===== config.mk =====
export PLATFORM = sky130hd
export DESIGN_NAME = mesi_cpu_req_ctrl_array_flat
export DESIGN_NICKNAME = d
export VERILOG_FILES = /design/src/rtl/mesi_cpu_req_ctrl_array_pkg.sv /design/src/rtl/mesi_cpu_req_ctrl_array_if.sv /design/src/rtl/mesi_cpu_req_ctrl_array_line_array.sv /design/src/rtl/mesi_cpu_req_ctrl_array.sv /design/src/flat_wrapper.sv
export SDC_FILE = /design/constraint.sdc
export NUM_CORES = 1
export LEC_CHECK = 0
export CAP_MARGIN = 10
export CORE_ASPECT_RATIO = 0.8
export CORE_MARGIN = 2
export CORE_UTILIZATION = 44
export DETAILED_ROUTE_END_ITERATION = 16
export PLACE_DENSITY = 0.65
export SETUP_SLACK_MARGIN = 0.02
export SLEW_MARGIN = 25
export SYNTH_ARGS = -nofsm -noshare
export SYNTH_HDL_FRONTEND = slang
export SYNTH_SLANG_ARGS = --single-unit

===== constraint.sdc =====
create_clock -name clk -period 5 [get_ports clk]
set_clock_uncertainty 0.15 [all_clocks]
set_input_delay 1 -clock clk [delete_from_list [all_inputs] [get_ports clk]]
set_output_delay 1 -clock clk [all_outputs]
set_load 0.03 [all_outputs]

===== src/rtl/mesi_cpu_req_ctrl_array_pkg.sv =====
// Shared definitions for the MESI request controller.
// Covers line states, bus request/response codes, lookup outcomes and FSM states.
package mesi_cpu_req_ctrl_array_pkg;

  typedef enum logic [1:0] {
    MESI_I = 2'd0,
    MESI_S = 2'd1,
    MESI_E = 2'd2,
    MESI_M = 2'd3
  } mesi_state_t;

  typedef enum logic [1:0] {
    BUS_NO_REQ         = 2'd0,
    BUS_READ_REQ       = 2'd1,
    BUS_RWITM_REQ      = 2'd2,
    BUS_INVALIDATE_REQ = 2'd3
  } bus_req_t;

  // Encoding 3 is reserved and behaves like BUS_NO_RSP.
  localparam logic [1:0] BUS_NO_RSP          = 2'd0;
  localparam logic [1:0] BUS_SNOOP_FOUND_RSP = 2'd1;
  localparam logic [1:0] BUS_FETCH_MEM_RSP   = 2'd2;

  typedef enum logic [1:0] {
    READ_HIT   = 2'd0,
    READ_MISS  = 2'd1,
    WRITE_HIT  = 2'd2,
    WRITE_MISS = 2'd3
  } cpu_access_t;

  typedef enum logic [2:0] {
    ST_IDLE     = 3'd0,
    ST_LOOKUP   = 3'd1,
    ST_WB       = 3'd2,
    ST_BUS_REQ  = 3'd3,
    ST_WAIT_RSP = 3'd4,
    ST_RESP     = 3'd5
  } ctrl_state_t;

  function automatic cpu_access_t classify(input logic rw, input logic hit);
    cpu_access_t kind;
    case ({rw, hit})
      2'b00:   kind = READ_MISS;
      2'b01:   kind = READ_HIT;
      2'b10:   kind = WRITE_MISS;
      default: kind = WRITE_HIT;
    endcase
    return kind;
  endfunction

endpackage


===== src/rtl/mesi_cpu_req_ctrl_array_if.sv =====
// CPU, bus, write-back and snoop signals of the MESI controller.
// The controller uses the slave view; the CPU/bus environment uses the master view.
interface mesi_cpu_req_ctrl_array_if #(parameter int ADDR_W = 32);
  logic              cpu_req_valid;
  logic              cpu_req_rw;
  logic [ADDR_W-1:0] cpu_req_addr;
  logic              cpu_req_ready;
  logic              cpu_rsp_valid;
  logic              cpu_rsp_hit;
  logic              cpu_rsp_err;
  logic [1:0]        bus_req;
  logic [ADDR_W-1:0] bus_req_addr;
  logic              bus_gnt;
  logic [1:0]        bus_rsp;
  logic              write_back;
  logic [ADDR_W-1:0] wb_addr;
  logic              wb_done;
  logic              snoop_valid;
  logic [1:0]        snoop_op;
  logic [ADDR_W-1:0] snoop_addr;
  logic              snoop_hit;
  logic              snoop_dirty;

  modport master (
    output cpu_req_valid, cpu_req_rw, cpu_req_addr, bus_gnt, bus_rsp, wb_done,
           snoop_valid, snoop_op, snoop_addr,
    input  cpu_req_ready, cpu_rsp_valid, cpu_rsp_hit, cpu_rsp_err, bus_req, bus_req_addr,
           write_back, wb_addr, snoop_hit, snoop_dirty
  );

  modport slave (
    input  cpu_req_valid, cpu_req_rw, cpu_req_addr, bus_gnt, bus_rsp, wb_done,
           snoop_valid, snoop_op, snoop_addr,
    output cpu_req_ready, cpu_rsp_valid, cpu_rsp_hit, cpu_rsp_err, bus_req, bus_req_addr,
           write_back, wb_addr, snoop_hit, snoop_dirty
  );
endinterface


===== src/rtl/mesi_cpu_req_ctrl_array_line_array.sv =====
// MESI state and tag storage: one CPU read/write port, one snoop read-modify-write port.
// A CPU-side write to the same line as a snoop update takes priority.
module mesi_cpu_req_ctrl_array_line_array
  import mesi_cpu_req_ctrl_array_pkg::*;
#(
  parameter int NUM_LINES = 16,
  parameter int TAG_W     = 24,
  localparam int IDX_W    = $clog2(NUM_LINES)
) (
  input  logic             clk,
  input  logic             rst_n,
  input  logic [IDX_W-1:0] i_cpu_idx,
  output mesi_state_t      o_cpu_state,
  output logic [TAG_W-1:0] o_cpu_tag,
  input  logic             i_cpu_we,
  input  mesi_state_t      i_cpu_state,
  input  logic             i_cpu_tag_we,
  input  logic [TAG_W-1:0] i_cpu_tag,
  input  logic             i_snoop_valid,
  input  bus_req_t         i_snoop_op,
  input  logic [IDX_W-1:0] i_snoop_idx,
  input  logic [TAG_W-1:0] i_snoop_tag,
  output logic             o_snoop_hit,
  output logic             o_snoop_dirty
);

  mesi_state_t      r_state [NUM_LINES];
  logic [TAG_W-1:0] r_tag   [NUM_LINES];
  logic             r_snoop_hit;
  logic             r_snoop_dirty;

  mesi_state_t w_snp_cur;
  mesi_state_t w_snp_next;
  logic        w_snp_match;
  logic        w_snp_we;

  assign o_cpu_state   = r_state[i_cpu_idx];
  assign o_cpu_tag     = r_tag[i_cpu_idx];
  assign o_snoop_hit   = r_snoop_hit;
  assign o_snoop_dirty = r_snoop_dirty;

  assign w_snp_cur   = r_state[i_snoop_idx];
  assign w_snp_match = i_snoop_valid && (w_snp_cur != MESI_I) && (r_tag[i_snoop_idx] == i_snoop_tag);
  assign w_snp_we    = w_snp_match && !(i_cpu_we && (i_cpu_idx == i_snoop_idx));

  always_comb begin
    w_snp_next = w_snp_cur;
    case (i_snoop_op)
      BUS_READ_REQ:       if (w_snp_cur == MESI_E || w_snp_cur == MESI_M) w_snp_next = MESI_S;
      BUS_RWITM_REQ,
      BUS_INVALIDATE_REQ: w_snp_next = MESI_I;
      default:            w_snp_next = w_snp_cur;
    endcase
  end

  always_ff @(posedge clk or negedge rst_n) begin
    if (!rst_n) begin
      for (int i = 0; i < NUM_LINES; i++) begin
        r_state[i] <= MESI_I;
        r_tag[i]   <= '0;
      end
      r_snoop_hit   <= 1'b0;
      r_snoop_dirty <= 1'b0;
    end else begin
      if (w_snp_we)     r_state[i_snoop_idx] <= w_snp_next;
      if (i_cpu_we)     r_state[i_cpu_idx]   <= i_cpu_state;
      if (i_cpu_tag_we) r_tag[i_cpu_idx]     <= i_cpu_tag;
      r_snoop_hit   <= w_snp_match;
      r_snoop_dirty <= w_snp_match && (w_snp_cur == MESI_M);
    end
  end

endmodule


===== src/rtl/mesi_cpu_req_ctrl_array.sv =====
// Sequential MESI CPU-request controller for a direct-mapped cache.
// Handles lookup, victim write-back, bus request/grant, fill response and snoops.
module mesi_cpu_req_ctrl_array
  import mesi_cpu_req_ctrl_array_pkg::*;
#(
  parameter int ADDR_W    = 32,
  parameter int OFFSET_W  = 4,
  parameter int NUM_LINES = 16,
  parameter int TIMEOUT   = 255
) (
  input logic                      clk,
  input logic                      rst_n,
  mesi_cpu_req_ctrl_array_if.slave bus_if
);

  localparam int IDX_W  = $clog2(NUM_LINES);
  localparam int TAG_W  = ADDR_W - OFFSET_W - IDX_W;
  localparam int LINE_W = ADDR_W - OFFSET_W;
  localparam int CNT_W  = $clog2(TIMEOUT + 1);

  ctrl_state_t       r_state, w_next;
  logic              r_rw;
  logic [LINE_W-1:0] r_line;
  bus_req_t          r_pending;
  logic              r_hit, r_err, r_ready;
  logic [CNT_W-1:0]  r_cnt;
  logic [TAG_W-1:0]  r_victim_tag;

  logic [IDX_W-1:0]  w_idx, w_snp_idx;
  logic [TAG_W-1:0]  w_tag, w_snp_tag, w_line_tag;
  mesi_state_t       w_line_state, w_wstate;
  logic              w_line_hit, w_stall, w_kill, w_accept, w_timeout, w_fill;
  logic              w_we, w_tag_we;
  bus_req_t          w_snoop_op, w_eff_op;

  assign w_idx      = r_line[IDX_W-1:0];
  assign w_tag      = r_line[LINE_W-1 -: TAG_W];
  assign w_snp_idx  = bus_if.snoop_addr[OFFSET_W +: IDX_W];
  assign w_snp_tag  = bus_if.snoop_addr[ADDR_W-1 -: TAG_W];
  assign w_snoop_op = bus_req_t'(bus_if.snoop_op);
  assign w_line_hit = (w_line_state != MESI_I) && (w_line_tag == w_tag);
  assign w_accept   = bus_if.cpu_req_valid && r_ready;
  assign w_timeout  = (r_cnt == CNT_W'(TIMEOUT - 1));
  assign w_fill     = (bus_if.bus_rsp == BUS_SNOOP_FOUND_RSP) || (bus_if.bus_rsp == BUS_FETCH_MEM_RSP);
  assign w_stall    = bus_if.snoop_valid && (w_snoop_op != BUS_NO_REQ) && (w_snp_idx == w_idx);
  // A snoop that kills our S copy turns a pending upgrade into a full RWITM.
  assign w_kill     = bus_if.snoop_valid
                   && (w_snoop_op == BUS_RWITM_REQ || w_snoop_op == BUS_INVALIDATE_REQ)
                   && (w_snp_idx == w_idx) && (w_snp_tag == w_line_tag) && (w_line_state != MESI_I);
  assign w_eff_op   = (r_pending == BUS_INVALIDATE_REQ && w_kill) ? BUS_RWITM_REQ : r_pending;
  assign bus_if.cpu_req_ready = r_ready;

  mesi_cpu_req_ctrl_array_line_array #(.NUM_LINES(NUM_LINES), .TAG_W(TAG_W)) u_array (
    .clk           (clk),
    .rst_n         (rst_n),
    .i_cpu_idx     (w_idx),
    .o_cpu_state   (w_line_state),
    .o_cpu_tag     (w_line_tag),
    .i_cpu_we      (w_we),
    .i_cpu_state   (w_wstate),
    .i_cpu_tag_we  (w_tag_we),
    .i_cpu_tag     (w_tag),
    .i_snoop_valid (bus_if.snoop_valid),
    .i_snoop_op    (w_snoop_op),
    .i_snoop_idx   (w_snp_idx),
    .i_snoop_tag   (w_snp_tag),
    .o_snoop_hit   (bus_if.snoop_hit),
    .o_snoop_dirty (bus_if.snoop_dirty)
  );

  always_ff @(posedge clk or negedge rst_n) begin
    if (!rst_n) r_state <= ST_IDLE;
    else        r_state <= w_next;
  end

  always_comb begin
    w_next = r_state;
    case (r_state)
      ST_IDLE:   if (w_accept) w_next = ST_LOOKUP;
      ST_LOOKUP: if (!w_stall) begin
        case (classify(r_rw, w_line_hit))
          READ_HIT:  w_next = ST_RESP;
          WRITE_HIT: w_next = (w_line_state == MESI_S) ? ST_BUS_REQ : ST_RESP;
          default:   w_next = (w_line_state == MESI_M) ? ST_WB : ST_BUS_REQ;
        endcase
      end
      ST_WB:       if (bus_if.wb_done) w_next = ST_BUS_REQ;
      ST_BUS_REQ:  if (bus_if.bus_gnt) w_next = (w_eff_op == BUS_INVALIDATE_REQ) ? ST_RESP : ST_WAIT_RSP;
      ST_WAIT_RSP: if (w_fill || w_timeout) w_next = ST_RESP;
      default:     w_next = ST_IDLE;
    endcase
  end

  always_comb begin
    w_we                 = 1'b0;
    w_wstate             = MESI_I;
    w_tag_we             = 1'b0;
    bus_if.bus_req       = BUS_NO_REQ;
    bus_if.bus_req_addr  = '0;
    bus_if.write_back    = 1'b0;
    bus_if.wb_addr       = '0;
    bus_if.cpu_rsp_valid = 1'b0;
    bus_if.cpu_rsp_hit   = 1'b0;
    bus_if.cpu_rsp_err   = 1'b0;
    case (r_state)
      ST_LOOKUP: if (!w_stall && w_line_hit && r_rw && w_line_state != MESI_S) begin
        w_we     = 1'b1;
        w_wstate = MESI_M;
      end
      ST_WB: begin
        bus_if.write_back = 1'b1;
        bus_if.wb_addr    = {r_victim_tag, w_idx, {OFFSET_W{1'b0}}};
        w_we              = bus_if.wb_done;
      end
      ST_BUS_REQ: begin
        bus_if.bus_req      = r_pending;
        bus_if.bus_req_addr = {w_tag, w_idx, {OFFSET_W{1'b0}}};
        if (bus_if.bus_gnt && w_eff_op == BUS_INVALIDATE_REQ) begin
          w_we     = 1'b1;
          w_wstate = MESI_M;
        end
      end
      ST_WAIT_RSP: begin
        if (w_fill) begin
          w_we     = 1'b1;
          w_tag_we = 1'b1;
          w_wstate = r_rw ? MESI_M : ((bus_if.bus_rsp == BUS_SNOOP_FOUND_RSP) ? MESI_S : MESI_E);
        end else if (w_timeout) begin
          w_we = 1'b1;
        end
      end
      ST_RESP: begin
        bus_if.cpu_rsp_valid = 1'b1;
        bus_if.cpu_rsp_hit   = r_hit;
        bus_if.cpu_rsp_err   = r_err;
      end
      default: ;
    endcase
  end

  // Datapath registers; ready is registered so it stays low through reset.
  always_ff @(posedge clk or negedge rst_n) begin
    if (!rst_n) begin
      r_ready      <= 1'b0;
      r_rw         <= 1'b0;
      r_line       <= '0;
      r_pending    <= BUS_NO_REQ;
      r_hit        <= 1'b0;
      r_err        <= 1'b0;
      r_cnt        <= '0;
      r_victim_tag <= '0;
    end else begin
      r_ready <= (w_next == ST_IDLE);
      case (r_state)
        ST_IDLE: if (w_accept) begin
          r_rw   <= bus_if.cpu_req_rw;
          r_line <= bus_if.cpu_req_addr[ADDR_W-1:OFFSET_W];
          r_hit  <= 1'b0;
          r_err  <= 1'b0;
        end
        ST_LOOKUP: if (!w_stall) begin
          r_hit        <= w_line_hit;
          r_victim_tag <= w_line_tag;
          r_pending    <= w_line_hit ? BUS_INVALIDATE_REQ : (r_rw ? BUS_RWITM_REQ : BUS_READ_REQ);
        end
        ST_BUS_REQ: begin
          r_pending <= w_eff_op;
          r_cnt     <= '0;
        end
        ST_WAIT_RSP: begin
          r_cnt <= r_cnt + 1'b1;
          if (!w_fill && w_timeout) r_err <= 1'b1;
        end
        default: ;
      endcase
    end
  end

endmodule


===== src/flat_wrapper.sv =====
// flat-port wrapper written by rule: the top's interface ports become plain ports
module mesi_cpu_req_ctrl_array_flat import mesi_cpu_req_ctrl_array_pkg::*;
#(
  parameter int ADDR_W    = 32,
  parameter int OFFSET_W  = 4,
  parameter int NUM_LINES = 16,
  parameter int TIMEOUT   = 255
)
  (clk, rst_n, bus_if_cpu_req_valid, bus_if_cpu_req_rw, bus_if_cpu_req_addr, bus_if_bus_gnt, bus_if_bus_rsp, bus_if_wb_done, bus_if_snoop_valid, bus_if_snoop_op, bus_if_snoop_addr, bus_if_cpu_req_ready, bus_if_cpu_rsp_valid, bus_if_cpu_rsp_hit, bus_if_cpu_rsp_err, bus_if_bus_req, bus_if_bus_req_addr, bus_if_write_back, bus_if_wb_addr, bus_if_snoop_hit, bus_if_snoop_dirty);
  mesi_cpu_req_ctrl_array_if #(.ADDR_W(ADDR_W)) bus_if_i ();
  input logic clk;
  input logic rst_n;
  input wire logic [$bits(bus_if_i.cpu_req_valid)-1:0] bus_if_cpu_req_valid;
  input wire logic [$bits(bus_if_i.cpu_req_rw)-1:0] bus_if_cpu_req_rw;
  input wire logic [$bits(bus_if_i.cpu_req_addr)-1:0] bus_if_cpu_req_addr;
  input wire logic [$bits(bus_if_i.bus_gnt)-1:0] bus_if_bus_gnt;
  input wire logic [$bits(bus_if_i.bus_rsp)-1:0] bus_if_bus_rsp;
  input wire logic [$bits(bus_if_i.wb_done)-1:0] bus_if_wb_done;
  input wire logic [$bits(bus_if_i.snoop_valid)-1:0] bus_if_snoop_valid;
  input wire logic [$bits(bus_if_i.snoop_op)-1:0] bus_if_snoop_op;
  input wire logic [$bits(bus_if_i.snoop_addr)-1:0] bus_if_snoop_addr;
  output wire logic [$bits(bus_if_i.cpu_req_ready)-1:0] bus_if_cpu_req_ready;
  output wire logic [$bits(bus_if_i.cpu_rsp_valid)-1:0] bus_if_cpu_rsp_valid;
  output wire logic [$bits(bus_if_i.cpu_rsp_hit)-1:0] bus_if_cpu_rsp_hit;
  output wire logic [$bits(bus_if_i.cpu_rsp_err)-1:0] bus_if_cpu_rsp_err;
  output wire logic [$bits(bus_if_i.bus_req)-1:0] bus_if_bus_req;
  output wire logic [$bits(bus_if_i.bus_req_addr)-1:0] bus_if_bus_req_addr;
  output wire logic [$bits(bus_if_i.write_back)-1:0] bus_if_write_back;
  output wire logic [$bits(bus_if_i.wb_addr)-1:0] bus_if_wb_addr;
  output wire logic [$bits(bus_if_i.snoop_hit)-1:0] bus_if_snoop_hit;
  output wire logic [$bits(bus_if_i.snoop_dirty)-1:0] bus_if_snoop_dirty;
  assign bus_if_i.cpu_req_valid = bus_if_cpu_req_valid;
  assign bus_if_i.cpu_req_rw = bus_if_cpu_req_rw;
  assign bus_if_i.cpu_req_addr = bus_if_cpu_req_addr;
  assign bus_if_i.bus_gnt = bus_if_bus_gnt;
  assign bus_if_i.bus_rsp = bus_if_bus_rsp;
  assign bus_if_i.wb_done = bus_if_wb_done;
  assign bus_if_i.snoop_valid = bus_if_snoop_valid;
  assign bus_if_i.snoop_op = bus_if_snoop_op;
  assign bus_if_i.snoop_addr = bus_if_snoop_addr;
  assign bus_if_cpu_req_ready = bus_if_i.cpu_req_ready;
  assign bus_if_cpu_rsp_valid = bus_if_i.cpu_rsp_valid;
  assign bus_if_cpu_rsp_hit = bus_if_i.cpu_rsp_hit;
  assign bus_if_cpu_rsp_err = bus_if_i.cpu_rsp_err;
  assign bus_if_bus_req = bus_if_i.bus_req;
  assign bus_if_bus_req_addr = bus_if_i.bus_req_addr;
  assign bus_if_write_back = bus_if_i.write_back;
  assign bus_if_wb_addr = bus_if_i.wb_addr;
  assign bus_if_snoop_hit = bus_if_i.snoop_hit;
  assign bus_if_snoop_dirty = bus_if_i.snoop_dirty;
  mesi_cpu_req_ctrl_array #(.ADDR_W(ADDR_W), .OFFSET_W(OFFSET_W), .NUM_LINES(NUM_LINES), .TIMEOUT(TIMEOUT)) u_core (.clk(clk), .rst_n(rst_n), .bus_if(bus_if_i));
endmodule

==> impl_summary.log <==
[metrics] number of buffers on the longest clock path: 3
[metrics] antenna violations before repair: 3
[metrics] count of endpoints failing setup in the final report: 0
[metrics] classification of the worst-slack hold path: primary input to async pin
[metrics] leak pwr: 14.7 nW
[metrics] DRT iter0 DRCs: 2688
[metrics] Post-Layout Cell Count: 3538
[metrics] total iterations of the first detailed-routing run: 6
[metrics] Rel. slew slack: 0.258
[metrics] proportion of register bits with asynchronous set or reset after synthesis: 1.00
[metrics] fraction of final layout cells with drive strength greater than 1: 0.307
[metrics] Peak supply drop: 351 uV
[metrics] CP Capture Type: register
[metrics] data arrival at the endpoint of the critical path: 5.26 ns
[metrics] Power Dens Cells: 556 nW/um2
[metrics] mean area per synthesized cell: 11.4 um2
[metrics] Final Worst Setup Slack: 0.123 ns
[metrics] timing-limited maximum frequency: 0.205 GHz
[metrics] # H-tree levels: 2
[metrics] pin count of the biggest net entering global routing: 117
[metrics] ratio of routed vias to standard cells: 6.50
[metrics] number of instances in the placed design: 3442
[metrics] R2R Path End: u_core.u_array.r_state[7]
[metrics] core outline area: 65600 um2
[metrics] launch instance of the worst register-to-register path: u_core.r_line[3]
[metrics] Root Buffer Master: sky130_fd_sc_hd__clkbuf_16
[metrics] routed len/inst: 28.9 um
[metrics] yosys synthesis warning count: 0
[metrics] final count of hold timing violations: 0
[metrics] Seq/Total Area, Yosys: 0.419
[metrics] Synth-to-Final Area Change: 15.4%
[metrics] critical path startpoint: u_core.r_line[3]
[metrics] wire length of the first global-routing pass: 151000 um
[metrics] post-CTS resize count: 0
[metrics] count of fill cells added during filler insertion: 5711
[metrics] run status: complete, no violations
[metrics] CTS tree: built
[metrics] part of the power in combinational logic: 0.450
[metrics] sequential group share of total power: 0.327
[metrics] via count: 23000
[metrics] cts-stage hold buffer count: 0
[metrics] GP Congestion: 0.968
[metrics] r2r setup slk: 0.12 ns
[metrics] Max FO, Critical Path: 36
[metrics] timing endpoint of the critical path: u_core.u_array.r_state[7]
[metrics] number of buffers added by the clock tree synthesis step: 51
[metrics] slew at the pin with the worst max-slew slack: 1.11 ns
[metrics] antenna-violating nets left: 0
[metrics] Total Neg Setup Slack: 0 ns
[metrics] number of pins with negative max-slew slack in the final report: 0
[metrics] RSZ-0062 raised after global routing: false
[metrics] depth of the most critical reg-to-reg path: 11
[metrics] final standard cell utilization of the core: 0.511
[metrics] number of enable flip-flop cells after synthesis: 0
[metrics] distinct cell type count after synthesis: 84
[metrics] clock share of power: 0.222
[metrics] overall routed net length: 102000 um
[metrics] fraction of power spent switching nets: 0.421
[metrics] leading cell types in the layout, fill and taps excluded: sky130_fd_sc_hd__dfrtp_1, sky130_fd_sc_hd__mux2_2, sky130_fd_sc_hd__nand2_1, sky130_fd_sc_hd__o21ai_0, sky130_fd_sc_hd__mux4_2
[metrics] Req. time, crit path: 5.39 ns
[metrics] initial cell density of the core: 0.443
[metrics] die boundary height: 234 um
[metrics] category of the critical setup timing path: register to register
[metrics] number of global-route vias before repair: 22800
[metrics] HPWL Detailed: 69900 um
[metrics] total overflow reported by the global router: 0
[metrics] count of standard-cell rows: 84
[metrics] most frequently used flop master after synthesis: sky130_fd_sc_hd__dfrtp_1
[metrics] boundary pin count: 148
[metrics] startpoint type of the worst setup path: register
[metrics] time the final worst path needs with I/O delays and setup: 4.88 ns
[metrics] die footprint: 68100 um2
[metrics] buffer count from post-CTS setup fixing: 0
[metrics] DP Worst Slack: 0.159 ns
[metrics] overall track demand over capacity in global routing: 0.298
[metrics] Residual DRC: 0
[metrics] Gate Count Post-Synth: 2539
[metrics] part of the cycle the worst path needs: 0.975
[metrics] Synth Cell Area: 29100 um2
[metrics] Skew-Pair Late Insertion Delay: 0.63 ns
[metrics] number of clock sinks: 487
[metrics] width of the die: 291 um
[metrics] most common cell after layout, fill and taps aside: sky130_fd_sc_hd__dfrtp_1
[metrics] number of register bits inferred by synthesis: 487
[metrics] count of buffers from port buffering: 131
[metrics] reported max-cap violation count: 0
[metrics] cell-internal power: 10.8 mW
[metrics] net count reported at finish: 2715
[metrics] register clock-pin slew on the reported worst setup and hold paths: 0.07 ns
[metrics] net switching power: 7.85 mW
==> registers in the layout, indices dropped and copies added, names as in the netlist, 2 cells and up <==
| name | cells |
|---|---|
| u_core.u_array.r_tag | 384 |
| u_core.u_array.r_state | 32 |
| u_core.r_line | 28 |
| u_core.r_victim_tag | 24 |
| u_core.r_cnt | 8 |
| u_core.r_state | 3 |
| u_core.r_pending | 2 |
==> worst min-delay path by stage <==
stage                                       start                         to  slack [ns]  cells past startpoint
after floorplan           u_core.r_victim_tag[14]    u_core.r_victim_tag[14]        0.28                      2
after global placement    u_core.r_victim_tag[14]    u_core.r_victim_tag[14]        0.30                      2
after detailed placement   u_core.r_victim_tag[1]     u_core.r_victim_tag[1]        0.31                      2
after CTS                  u_core.r_victim_tag[1]     u_core.r_victim_tag[1]        0.33                      2
after global routing                        rst_n  u_core.u_array.r_tag[243]        0.24                      1
final                                       rst_n          u_core.r_line[13]        0.21                      1
==> metrics by stage <==
step | total power [mW] | hold WS (ns) | cell area [um2]
3_5_place_dp | 14.2 | 0.313 | 31700
4_1_cts | 18.4 | 0.326 | 33500
2_1_floorplan | 11.1 | 0.280 | 29100
3_3_place_gp | 14.0 | 0.299 | 31700
5_1_grt | 19.4 | 0.236 | 33500
6_report | 18.6 | 0.205 | 33500
==> Yosys cell counts (36+ instances only) <==
cell type                   instances  area, um2
sky130_fd_sc_hd__dfrtp_1          487      12200
sky130_fd_sc_hd__mux2_2           385       4340
sky130_fd_sc_hd__nand2_1          236        886
sky130_fd_sc_hd__o21ai_0          164        821
sky130_fd_sc_hd__mux4_2           148       3330
sky130_fd_sc_hd__clkbuf_1         141        529
sky130_fd_sc_hd__mux2i_1          114       1140
sky130_fd_sc_hd__nor2_1           114        428
sky130_fd_sc_hd__a31oi_1           74        463
sky130_fd_sc_hd__and2_1            58        363
sky130_fd_sc_hd__xnor2_1           52        455
sky130_fd_sc_hd__buf_2             41        205
sky130_fd_sc_hd__o2111ai_1         39        342
sky130_fd_sc_hd__o22ai_1           38        238
sky130_fd_sc_hd__nand3_1           37        185
sky130_fd_sc_hd__nor3_1            36        180
sky130_fd_sc_hd__xor2_1            36        315
==> final cells by class <==
type | instances | area, um2 | share of cell area
Multi-Input combinational cell | 1800 | 15700 | 0.469
Sequential cell | 487 | 12200 | 0.364
Timing Repair Buffer | 277 | 2660 | 0.0794
Clock buffer | 72 | 1500 | 0.0446
Tap cell | 860 | 1080 | 0.0321
Clock inverter | 22 | 303 | 0.00903
Inverter | 19 | 71.3 | 0.00213
Antenna cell | 1 | 2.50 | 0.0000746
==> layer usage <==
metal	vias up	GRT usage	share of wire	routed length, um
met5	-	0	0.00024	25
met4	4	0.117	0.043	4410
met3	277	0.0840	0.11	11500
met2	1345	0.456	0.44	44800
met1	11800	0.404	0.41	41600
li1	9627	-	-	-
==> logic make-up (layout without fill, tap and decap cells) <==
family | after synthesis | in the layout | share of synthesized area
adder cells (fa/ha/maj) | 4 | 4 | 0.00172
XOR/XNOR | 88 | 88 | 0.0265
other | 1 | 9 | 0.000129
multiplexers | 659 | 659 | 0.312
buffers and inverters | 259 | 390 | 0.0427
AO/OA/AOI/OAI | 438 | 438 | 0.0975
flip-flops | 487 | 487 | 0.419
AND/OR/NAND/NOR | 603 | 603 | 0.101
==> worst max-delay path: stages (launching register included) <==
cell and delay, ns:
sky130_fd_sc_hd__dfrtp_4 0.74, sky130_fd_sc_hd__nor2b_1 0.94, sky130_fd_sc_hd__a22oi_1 0.37, sky130_fd_sc_hd__nand2_1 0.31, sky130_fd_sc_hd__o32a_1 0.17, sky130_fd_sc_hd__and4_1 0.20
sky130_fd_sc_hd__or4b_1 0.60, sky130_fd_sc_hd__nor4_4 0.47, sky130_fd_sc_hd__a211oi_4 0.09, sky130_fd_sc_hd__buf_12 0.19, sky130_fd_sc_hd__or3_1 0.35, sky130_fd_sc_hd__a31oi_1 0.20
==> power groups by stage <==
stage                     Sequential (mW)  Combinational (mW)  Clock, mW
after floorplan                      5.50                5.57          0
after global placement               6.01                7.99          0
after detailed placement             6.10                8.15          0
after CTS                            6.04                8.18       4.19
after global routing                 6.22                8.80       4.34
final                                6.10                8.39       4.15
(Power assumes the default switching activity.)
